<file path="config.mk">
export PLATFORM = sky130hd
export DESIGN_NAME = median_3x3_flat
export DESIGN_NICKNAME = d
export VERILOG_FILES = /design/src/rtl/median_3x3_pkg.sv /design/src/rtl/median_3x3_if.sv /design/src/rtl/median_3x3_median9.sv /design/src/rtl/median_3x3.sv /design/src/flat_wrapper.sv
export SDC_FILE = /design/constraint.sdc
export NUM_CORES = 2
export LEC_CHECK = 0
export BUFFER_PORTS_ARGS = -buffer_cell sky130_fd_sc_hd__buf_2
export CORE_ASPECT_RATIO = 1.1
export CORE_MARGIN = 10
export CORE_UTILIZATION = 45
export CTS_CLUSTER_DIAMETER = 200
export CTS_CLUSTER_SIZE = 10
export DETAILED_ROUTE_END_ITERATION = 10
export GPL_ROUTABILITY_DRIVEN = 0
export GPL_TIMING_DRIVEN = 0
export PLACE_DENSITY = 0.63
export SETUP_SLACK_MARGIN = 0.2
export SLEW_MARGIN = 20
export SYNTH_ARGS = -nofsm -noshare
export SYNTH_HDL_FRONTEND = slang
export SYNTH_SLANG_ARGS = --single-unit
</file>
<file path="constraint.sdc">
create_clock -name clk -period 18.95 [get_ports clk]
set_clock_uncertainty 0.2 [all_clocks]
set_input_delay 1.895 -clock clk [delete_from_list [all_inputs] [get_ports clk]]
set_output_delay 1.895 -clock clk [all_outputs]
set_load 0.01 [all_outputs]
</file>
<file path="src/rtl/median_3x3_pkg.sv">
// Shared types and constants for the 3x3 median filter.
// Holds the FSM state encoding, pixel width and pipeline depth.
package median_pkg;

  localparam int PIX_W = 8;
  localparam int LAT   = 2;

  typedef logic [PIX_W-1:0] pix_t;

  typedef enum logic [2:0] {
    IDLE,
    FILL,
    RUN,
    FLUSH,
    DONE
  } state_t;

endpackage

</file>
<file path="src/rtl/median_3x3_if.sv">
// Pixel stream bundle between the upstream source and the median filter.
// Master drives pixels in, slave returns filtered pixels and frame end.
interface median_3x3_if;
  import median_pkg::*;

  logic enable;
  pix_t image_input;
  pix_t image_output;
  logic out_valid;
  logic finish;

  modport master (
    output enable,
    output image_input,
    input  image_output,
    input  out_valid,
    input  finish
  );

  modport slave (
    input  enable,
    input  image_input,
    output image_output,
    output out_valid,
    output finish
  );

endinterface

</file>
<file path="src/rtl/median_3x3_median9.sv">
// Combinational 9-input median: 19 compare-exchange sorting network.
// After the network the 5th smallest value sits in slot 4.
module median9
  import median_pkg::*;
(
  input  logic [8:0][PIX_W-1:0] taps,
  output logic [PIX_W-1:0]      med
);

  localparam logic [4:0] N_CE = 5'd19;

  localparam logic [3:0] LO [19] = '{
    4'd1, 4'd4, 4'd7, 4'd0, 4'd3, 4'd6, 4'd1, 4'd4, 4'd7, 4'd0,
    4'd5, 4'd4, 4'd3, 4'd1, 4'd2, 4'd4, 4'd4, 4'd6, 4'd4
  };

  localparam logic [3:0] HI [19] = '{
    4'd2, 4'd5, 4'd8, 4'd1, 4'd4, 4'd7, 4'd2, 4'd5, 4'd8, 4'd3,
    4'd8, 4'd7, 4'd6, 4'd4, 4'd5, 4'd7, 4'd2, 4'd4, 4'd2
  };

  logic [8:0][PIX_W-1:0] v;
  logic [PIX_W-1:0]      t;

  // Each exchange leaves the smaller value in the LO slot.
  always_comb begin
    v = taps;
    t = '0;
    for (logic [4:0] i = 5'd0; i < N_CE; i++) begin
      if (v[LO[i]] > v[HI[i]]) begin
        t        = v[LO[i]];
        v[LO[i]] = v[HI[i]];
        v[HI[i]] = t;
      end
    end
    med = v[4];
  end

endmodule

</file>
<file path="src/rtl/median_3x3.sv">
// Streaming 3x3 median filter with two line buffers and a 2-stage pipe.
// Border pixels pass through unfiltered; a flush phase drains the frame.
module median_3x3
  import median_pkg::*;
#(
  parameter int IMG_W = 64,
  parameter int IMG_H = 64
) (
  input logic       clk,
  input logic       rst_n,
  median_3x3_if.slave bus
);

  localparam int CW = $clog2(IMG_W);
  localparam int RW = $clog2(IMG_H + 2);
  localparam int FW = $clog2(IMG_W + LAT + 2);

  localparam logic [CW-1:0] COL_LAST = CW'(IMG_W - 1);
  localparam logic [RW-1:0] ROW_LAST = RW'(IMG_H - 1);
  localparam logic [RW-1:0] ROW_END  = RW'(IMG_H);
  localparam logic [RW-1:0] ROW_ONE  = RW'(1);
  localparam logic [CW-1:0] COL_ONE  = CW'(1);
  localparam logic [FW-1:0] F_STEPS  = FW'(IMG_W);
  localparam logic [FW-1:0] F_END    = FW'(IMG_W + 1 + LAT);

  state_t        state;
  logic [CW-1:0] col;
  logic [RW-1:0] row;
  logic [FW-1:0] fcnt;

  logic accepting;
  logic step;
  logic trig;
  logic border;

  always_comb begin
    accepting = bus.enable &&
                (state == IDLE || state == FILL || state == RUN);
    step      = accepting || (state == FLUSH && fcnt <= F_STEPS);
    trig      = step && (state == RUN || state == FLUSH);
    // The step at (row,col) centres the window on (row-1,col-1).
    border    = col == '0 || col == COL_ONE ||
                row == ROW_ONE || row == ROW_END;
  end

  always_ff @(posedge clk or negedge rst_n) begin
    if (!rst_n) begin
      state      <= IDLE;
      col        <= '0;
      row        <= '0;
      fcnt       <= '0;
      bus.finish <= 1'b0;
    end else begin
      bus.finish <= 1'b0;
      if (step) begin
        if (col == COL_LAST) begin
          col <= '0;
          row <= row + ROW_ONE;
        end else begin
          col <= col + COL_ONE;
        end
      end
      unique case (state)
        IDLE: if (accepting) state <= FILL;
        FILL: begin
          if (accepting && row == ROW_ONE && col == '0)
            state <= RUN;
        end
        RUN: begin
          if (accepting && row == ROW_LAST && col == COL_LAST) begin
            state <= FLUSH;
            fcnt  <= '0;
          end
        end
        FLUSH: begin
          fcnt <= fcnt + FW'(1);
          if (fcnt == F_END) begin
            state      <= DONE;
            bus.finish <= 1'b1;
            col        <= '0;
            row        <= '0;
          end
        end
        DONE: state <= IDLE;
        default: state <= IDLE;
      endcase
    end
  end

  // Each word packs {row-1, row-2} for one column.
  logic [2*PIX_W-1:0] lb [IMG_W];
  logic [2*PIX_W-1:0] rd;

  logic          s0_step;
  logic          s0_trig;
  logic          s0_wr;
  logic          s0_border;
  logic [CW-1:0] s0_col;
  pix_t          s0_pix;
  pix_t          s0_a;
  pix_t          s0_b;

  assign s0_a = rd[2*PIX_W-1:PIX_W];
  assign s0_b = rd[PIX_W-1:0];

  always_ff @(posedge clk) begin
    if (s0_wr) lb[s0_col] <= {s0_pix, s0_a};
    if (step) rd <= lb[col];
  end

  logic [2:0][2:0][PIX_W-1:0] win;
  logic [8:0][PIX_W-1:0]      taps;
  logic                       s1_v;
  logic                       s1_border;
  pix_t                       med;

  assign taps = win;

  always_ff @(posedge clk) begin
    if (step) begin
      s0_pix    <= bus.image_input;
      s0_col    <= col;
      s0_border <= border;
    end
    if (s0_step) begin
      win[0][0] <= win[0][1];
      win[0][1] <= win[0][2];
      win[0][2] <= s0_b;
      win[1][0] <= win[1][1];
      win[1][1] <= win[1][2];
      win[1][2] <= s0_a;
      win[2][0] <= win[2][1];
      win[2][1] <= win[2][2];
      win[2][2] <= s0_pix;
      s1_border <= s0_border;
    end
  end

  median9 u_med (
    .taps (taps),
    .med  (med)
  );

  always_ff @(posedge clk or negedge rst_n) begin
    if (!rst_n) begin
      s0_step          <= 1'b0;
      s0_trig          <= 1'b0;
      s0_wr            <= 1'b0;
      s1_v             <= 1'b0;
      bus.out_valid    <= 1'b0;
      bus.image_output <= '0;
    end else begin
      s0_step       <= step;
      s0_trig       <= trig;
      s0_wr         <= accepting;
      s1_v          <= s0_step && s0_trig;
      bus.out_valid <= s1_v;
      if (s1_v)
        bus.image_output <= s1_border ? win[1][1] : med;
    end
  end

endmodule

</file>
<file path="src/flat_wrapper.sv">
// flat-port wrapper written by rule: the top's interface ports become plain ports
module median_3x3_flat import median_pkg::*;
#(
  parameter int IMG_W = 64,
  parameter int IMG_H = 64
)
  (clk, rst_n, bus_enable, bus_image_input, bus_image_output, bus_out_valid, bus_finish);
  median_3x3_if bus_i ();
  input logic clk;
  input logic rst_n;
  input wire logic [$bits(bus_i.enable)-1:0] bus_enable;
  input wire logic [$bits(bus_i.image_input)-1:0] bus_image_input;
  output wire logic [$bits(bus_i.image_output)-1:0] bus_image_output;
  output wire logic [$bits(bus_i.out_valid)-1:0] bus_out_valid;
  output wire logic [$bits(bus_i.finish)-1:0] bus_finish;
  assign bus_i.enable = bus_enable;
  assign bus_i.image_input = bus_image_input;
  assign bus_image_output = bus_i.image_output;
  assign bus_out_valid = bus_i.out_valid;
  assign bus_finish = bus_i.finish;
  median_3x3 #(.IMG_W(IMG_W), .IMG_H(IMG_H)) u_core (.clk(clk), .rst_n(rst_n), .bus(bus_i));
endmodule
</file>
==> Word level (Yosys, flattened, before mapping) <==
Memories as Yosys holds them, arrays and structs flattened. A register that Yosys moved wholly into a read port is not among the register bits.
Cells that the tools add are included.
W data, S select, Z words.
{ "totals": {"register_bits": 125, "ram_bits": 1024, "output_inout_bits": 10, "mem_count": 1} }
{ "op_classes": {"add_sub_neg": 3, "magnitude_cmp": 20, "n_eq_ne": 13, "n_mux": 41, "n_reduce_logical": 20} }
{ "mem_list": {"columns": ["memory", "depth", "width", "rd", "rd_clocked_by_memory_dff", "write_ports", "line_no", "text"], "rows": [
  ["u_core.lb", 64, 16, 1, 1, 1, "median_3x3.sv:91", "logic [2*PIX_W-1:0] lb [IMG_W];"]
]} }
{ "ops": {"columns": ["cell", "count"], "rows": [
  ["$gt A8 B8 Y1", 19],
  ["$mux W16", 9],
  ["$mux W8", 13],
  ["$mux W7", 5],
  ["$mux W6", 4],
  ["$add A7 B1 Y7 const B", 2],
  ["$eq A7 B7 Y1 const B", 2],
  ["$pmux W7 S2", 1],
  ["$mux W3", 4],
  ["$pmux W3 S4", 1],
  ["$logic_and A1 B1 Y1", 8],
  ["$eq A7 B1 Y1 const B", 1],
  ["$eq A7 B6 Y1 const B", 1],
  ["$le A7 B7 Y1 const B", 1],
  ["$logic_or A1 B1 Y1", 7],
  ["$add A6 B1 Y6 const B", 1],
  ["$eq A3 B2 Y1 const B", 2],
  ["$eq A6 B1 Y1 const B", 1],
  ["$eq A6 B6 Y1 const B", 1],
  ["$logic_not A6 Y1", 1],
  ["$ne A2 B2 Y1 const B", 3],
  ["$mux W1", 4],
  ["$reduce_and A4 Y1", 1],
  ["$eq A3 B1 Y1 const B", 1],
  ["4 further kinds", 4]
]} }

==> Depth between registers and ports, before layout <==
{ "depth": {"word_depth": 19, "ltp_mapped": 96} }

==> Cells and area by module <==
A second synthesis with hierarchy kept.
{ "unflattened": {"hier_cells": 3045, "area_unflattened_um2": 51076.5} }
{ "modules_own_cells": {"columns": ["module", "n_inst", "cells_each", "area_each_um2", "seq_area_each_um2"], "rows": [
  ["median_3x3", 1, 2007, 43989.7, 34798.4],
  ["median9", 1, 1038, 7086.8, 0.0]
]} }

==> Least setup slack after synthesis <==
Ideal clock, no wire load.
{ "synth_path": {"kind": "reg2reg", "from": "reg u_core.win (netlist bit u_core.taps[37])", "to": "reg u_core.bus.image_output[0]", "setup_time_ns": 0.133, "t_arrival_ns": 15.938, "required_ns": 18.617, "path_slack_ns": 2.680, "stages_incl_launch_ff": 93, "path_buffers": 11, "path_cell_list": "edfxtp_1 -> ha_1 -> a211oi_2 -> nor2_1 -> o31ai_2 -> or2_1 -> buf_4 -> buf_4 -> clkbuf_1 -> a21oi_1 -> ha_1 -> a21oi_1 -> o21ai_0 -> a311o_1 -> o21ai_0 -> o211a_1 -> nand2_1 -> a21oi_1 -> (+57 left out) -> a21oi_1 -> a32o_1 -> o21ai_0 -> a41oi_1 -> a211oi_4 -> mux2_4 -> ha_1 -> nor2b_1 -> o21a_1 -> o21ai_0 -> nand2b_1 -> a21oi_1 -> o21ai_0 -> o21ai_0 -> clkbuf_1 -> nor2_1 -> a221oi_1 -> o22ai_1"} }
{ "synth_between": {"elab_chain_cells": 19, "elab_cells_between_ends": 29} }
{ "synth_rtl": {"columns": ["element", "line_no", "text"], "rows": [
  ["start: declaration", "median_3x3.sv:111", "logic [2:0][2:0][PIX_W-1:0] win;"],
  ["$gt A8 B8 Y1", "median_3x3_median9.sv:30", "if (v[LO[i]] > v[HI[i]]) begin"],
  ["$mux W16 (*)", "median_3x3_median9.sv:30", null],
  ["$gt A8 B8 Y1", "median_3x3_median9.sv:30", null],
  ["$mux W16", "median_3x3_median9.sv:30", null],
  ["$gt A8 B8 Y1", "median_3x3_median9.sv:30", null],
  ["$mux W16", "median_3x3_median9.sv:30", null],
  ["$gt A8 B8 Y1", "median_3x3_median9.sv:30", null],
  ["$mux W8", "median_3x3_median9.sv:30", null],
  ["(+3 left out)", null, null],
  ["$mux W8", "median_3x3_median9.sv:30", null],
  ["$gt A8 B8 Y1", "median_3x3_median9.sv:30", null],
  ["$mux W8", "median_3x3_median9.sv:30", null],
  ["$gt A8 B8 Y1", "median_3x3_median9.sv:30", null],
  ["$mux W8", "median_3x3_median9.sv:30", null],
  ["$gt A8 B8 Y1", "median_3x3_median9.sv:30", null],
  ["$mux W8 (*)", "median_3x3_median9.sv:30", null],
  ["$mux W8 (*)", "median_3x3.sv:159", "bus.image_output <= s1_border ? win[1][1] : med;"],
  ["end signal: assignment", "median_3x3.sv:159", null],
  ["end: declaration", "median_3x3_if.sv:23", "output image_output,"]
]} }
Mark *: on every way between the ends. The rest lies on a longest branch, timed or not.
A chain may end at the register's enable or synchronous reset.

==> Worst setup path after layout <==
{ "layout_path": {"from": "reg u_core.win (netlist bit u_core.taps[35])", "to": "reg u_core.bus.image_output[5]"} }
The elaborated chain is that of the path after synthesis.

==> impl_results.md <==
- Max-Cap Viols: 0
- Compound-cell area share of the yosys netlist: 0.0457
- Crit-path max cell delay: 0.59 ns
- Reg-to-reg endpoint: u_core.bus.image_output[5]$_DFFE_PN0P_
- Die area: 127,000 µm²
- Nets@finish: 3,285
- Number of synthesized flops with an enable pin: 1,128
- Min-delay src: u_core.rd[1]$_DFFE_PN_
- Worst path slowest cell: a2111oi_4
- Mean post-synth cell area: 17.9 µm²
- R2R cell count: 90
- Yosys top cell by area: edfxtp_1
- Vias in the first global route: 28.4k
- WL final: 124 mm
- M1 GR Usage: 0.254
- Clock latency on the worst-skew pair: 0.73 ns
- Final non-filler cell total: 4,659
- Number of vias per cell: 5.99
- Hold-fix buffers, CTS: 0
- Fin crit share: 0.936
- Area growth from synthesis to layout: 14.9%
- Slew margin rel.: 0.241
- Synth Cell Area: 50,900 µm²
- Iter 0 DRT Violations: 2,583
- Num CTS Buffers: 134
- Pre-antenna DRT Iters: 5
- H-tree levels: 4
- CTS tree: done
- CP max FO: 10
- Ys Warns: 0
- Clock root buffer: clkbuf_16
- Cells on Worst Hold Path: 0
- Yosys reg bits: 1,165
- Final Max Tran Viols: 0
- Largest net degree at the start of global routing: 45
- Top FF cell, synth: edfxtp_1
- Most frequent cells after synthesis: 1,128 x edfxtp_1, 335 x mux4_2, 168 x nor2_1
- Top Usage Layer GRT: met2
- Remaining antenna violation count: 0
- Residual DRC count: 0
- CP top delay family: compound AO/OA/AOI/OAI gates
- Synth Area in Adders: 0.0386
- Crit path top cell by count: o21ai_0
- Clk buf depth: 3
- Synth async-reset ratio: 0.0318
- Ports: 21
- Global Route Usage Sum: 0.194
- Startpoint class of the critical path: register
- Post-Place Cells: 4,479
- Outcome: complete, no violations
- First-pass GRT wire length: 184 mm
- Post-synthesis sequential area ratio: 0.684
- Top-count cell post-synth: edfxtp_1
- Worst endpoint required time: 19.40 ns
- Reg-to-reg setup timing slack: 1.22 ns
- Hold Crit Endpoint: u_core.taps[17]$_DFFE_PP_
- Kind of critical path: register to register
- Synth unique cells: 84
- Clock slew at reported path FFs: 0.06 ns
- Share of post-route cells with drive strength above 1: 0.244
- Routed wire per std cell: 26.5 µm
- Post-synth top area share: 0.666
- Via Count: 27.9k
- Min Clock Period, post-route: 17.73 ns
- Worst Hold Class: register to register
- Antenna violations before repair: 4
- Die width: 341 µm
- Main combinational cell family by area after synthesis: multiplexers
- Global Route met2 Usage: 0.322
- GR Overflow Total: 0
- Crit path buffers/inverters: 13
- Core Footprint: 112,000 µm²
- Ranking of synthesized cells by area: edfxtp_1 67%, mux4_2 15%, ha_1 3.8%
- Initial cell density of the core: 0.453
- Final Hold Vio Count: 0
- Post-Syn Instances: 2,842
- Max Fclk: 0.0564 GHz
- ANT cells: 0
- Simple-gate share of the synthesized area: 0.0453
- R2R Path Start: u_core.taps[35]$_DFFE_PP_
- GR Layer Usage met3: 0.0344
- Multiplexer area fraction after synthesis: 0.166
- Number of port buffers: 20
- Syn_nets: 3,008
- # rows: 129
- Die height: 373 µm
- CP Capture Type: register
- Crit path DAT: 18.18 ns
- HPWL Detailed: 90.1 mm
- Post-Synth XOR/XNOR Area: 0.00187
- Worst slew pin tran: 1.14 ns
- RSZ-0062 raised after global routing: no
- Clk sink count: 1,165
- Final number of setup-violating endpoints: 0
[area by class of cell]
cell class | count | area [µm²]
well taps | 1506 | 1880
plain buffers | 128 | 537
clock inverters | 10 | 124
multi-input cells | 1439 | 15400
repair buffers | 142 | 1730
fillers | 8938 | 53900
inverters | 109 | 409
flip-flops and latches | 1165 | 34800
clock buffers | 160 | 3510
[registers in the layout, indices dropped and copies added, names as in the netlist]
| signal | flops |
|---|---|
| u_core.col | 6 |
| u_core.s1_v | 1 |
| u_core.bus.finish | 1 |
| u_core.s0_step | 1 |
| u_core.bus.image_output | 8 |
| u_core.state | 3 |
| u_core.s1_border | 1 |
| u_core.rd | 16 |
| u_core.s0_col | 6 |
| u_core.s0_wr | 1 |
| u_core.s0_trig | 1 |
| u_core.bus.out_valid | 1 |
| u_core.s0_pix | 8 |
| u_core.s0_border | 1 |
| u_core.lb | 1024 |
| u_core.fcnt | 7 |
| u_core.taps | 72 |
| u_core.row | 7 |
[cell usage in the layout, fill, tap and decap left out, types with 8 or more instances in the layout]
cell type / instances
clkbuf_2: 10
a21o_1: 21
nand3_1: 45
nor2b_1: 34
a21oi_1: 119
and3_1: 10
buf_8: 50
o31ai_1: 8
buf_2: 25
edfxtp_1: 1128
mux2i_1: 74
clkbuf_1: 101
nand2b_1: 26
mux2_2: 12
and2_1: 10
nor2_2: 63
nor3_1: 22
o21ai_1: 11
buf_1: 27
nor2_1: 106
mux4_2: 335
o21ai_0: 99
o21a_1: 19
buf_6: 52
nand2_1: 108
nand4_1: 20
clkbuf_16: 137
dfrtp_1: 36
ha_1: 155
buf_4: 18
inv_1: 109
[per-layer routing]
layer  part of all wire  up-vias
li1                   -    12000
met1               0.40    14600
met2               0.49     1106
met3              0.065      238
met4              0.038        0
met5                  0        -
[worst max path at each step]
stage / startpoint / end / slack (ns) / cells past startpoint
final: u_core.taps[35]$_DFFE_PP_ / u_core.bus.image_output[5]$_DFFE_PN0P_ / 1.22 / 90
after global routing: u_core.taps[35]$_DFFE_PP_ / u_core.bus.image_output[0]$_DFFE_PN0P_ / 0.18 / 91
after CTS: u_core.taps[37]$_DFFE_PP_ / u_core.bus.image_output[0]$_DFFE_PN0P_ / 0.26 / 89
after detailed placement: u_core.taps[37]$_DFFE_PP_ / u_core.bus.image_output[0]$_DFFE_PN0P_ / -0.70 / 89
after global placement: u_core.taps[37]$_DFFE_PP_ / u_core.bus.image_output[0]$_DFFE_PN0P_ / -0.36 / 89
after floorplan: u_core.taps[37]$_DFFE_PP_ / u_core.bus.image_output[0]$_DFFE_PN0P_ / 2.68 / 92
[through the flow]
step / worst slack, ns / hold slack [ns] / area, µm² / setup TNS, ns / util
floorplan: 2.68 / 0.200 / 50900 / 0 / -
global placement: -0.361 / 0.208 / 52800 / -1.59 / 0.470
detailed placement: -0.701 / 0.208 / 54600 / -5.09 / 0.486
CTS: 0.260 / 0.220 / 58200 / 0 / 0.518
global route: 0.184 / 0.220 / 58400 / 0 / 0.520
finish: 1.22 / 0.217 / 58400 / 0 / 0.520
[cell families (layout without fill, tap and decap cells)]
logic type,Yosys count,in the layout
AO/OA/AOI/OAI,364,364
XOR/XNOR,10,10
buffers and inverters,238,549
adder cells (fa/ha/maj),157,157
flip-flops,1165,1165
AND/OR/NAND/NOR,485,485
multiplexers,423,423
[timing repair]
action | 4_1_cts | 5_1_grt
buffers inserted | 0 | 11
setup endpoints to repair | 8 | 8
resized for setup | 6 | 52
pin swaps | 0 | 5
Power is left out: the tool's default activity adds up to more than one toggle a clock period on the data nets, which glitch-free logic cannot reach.
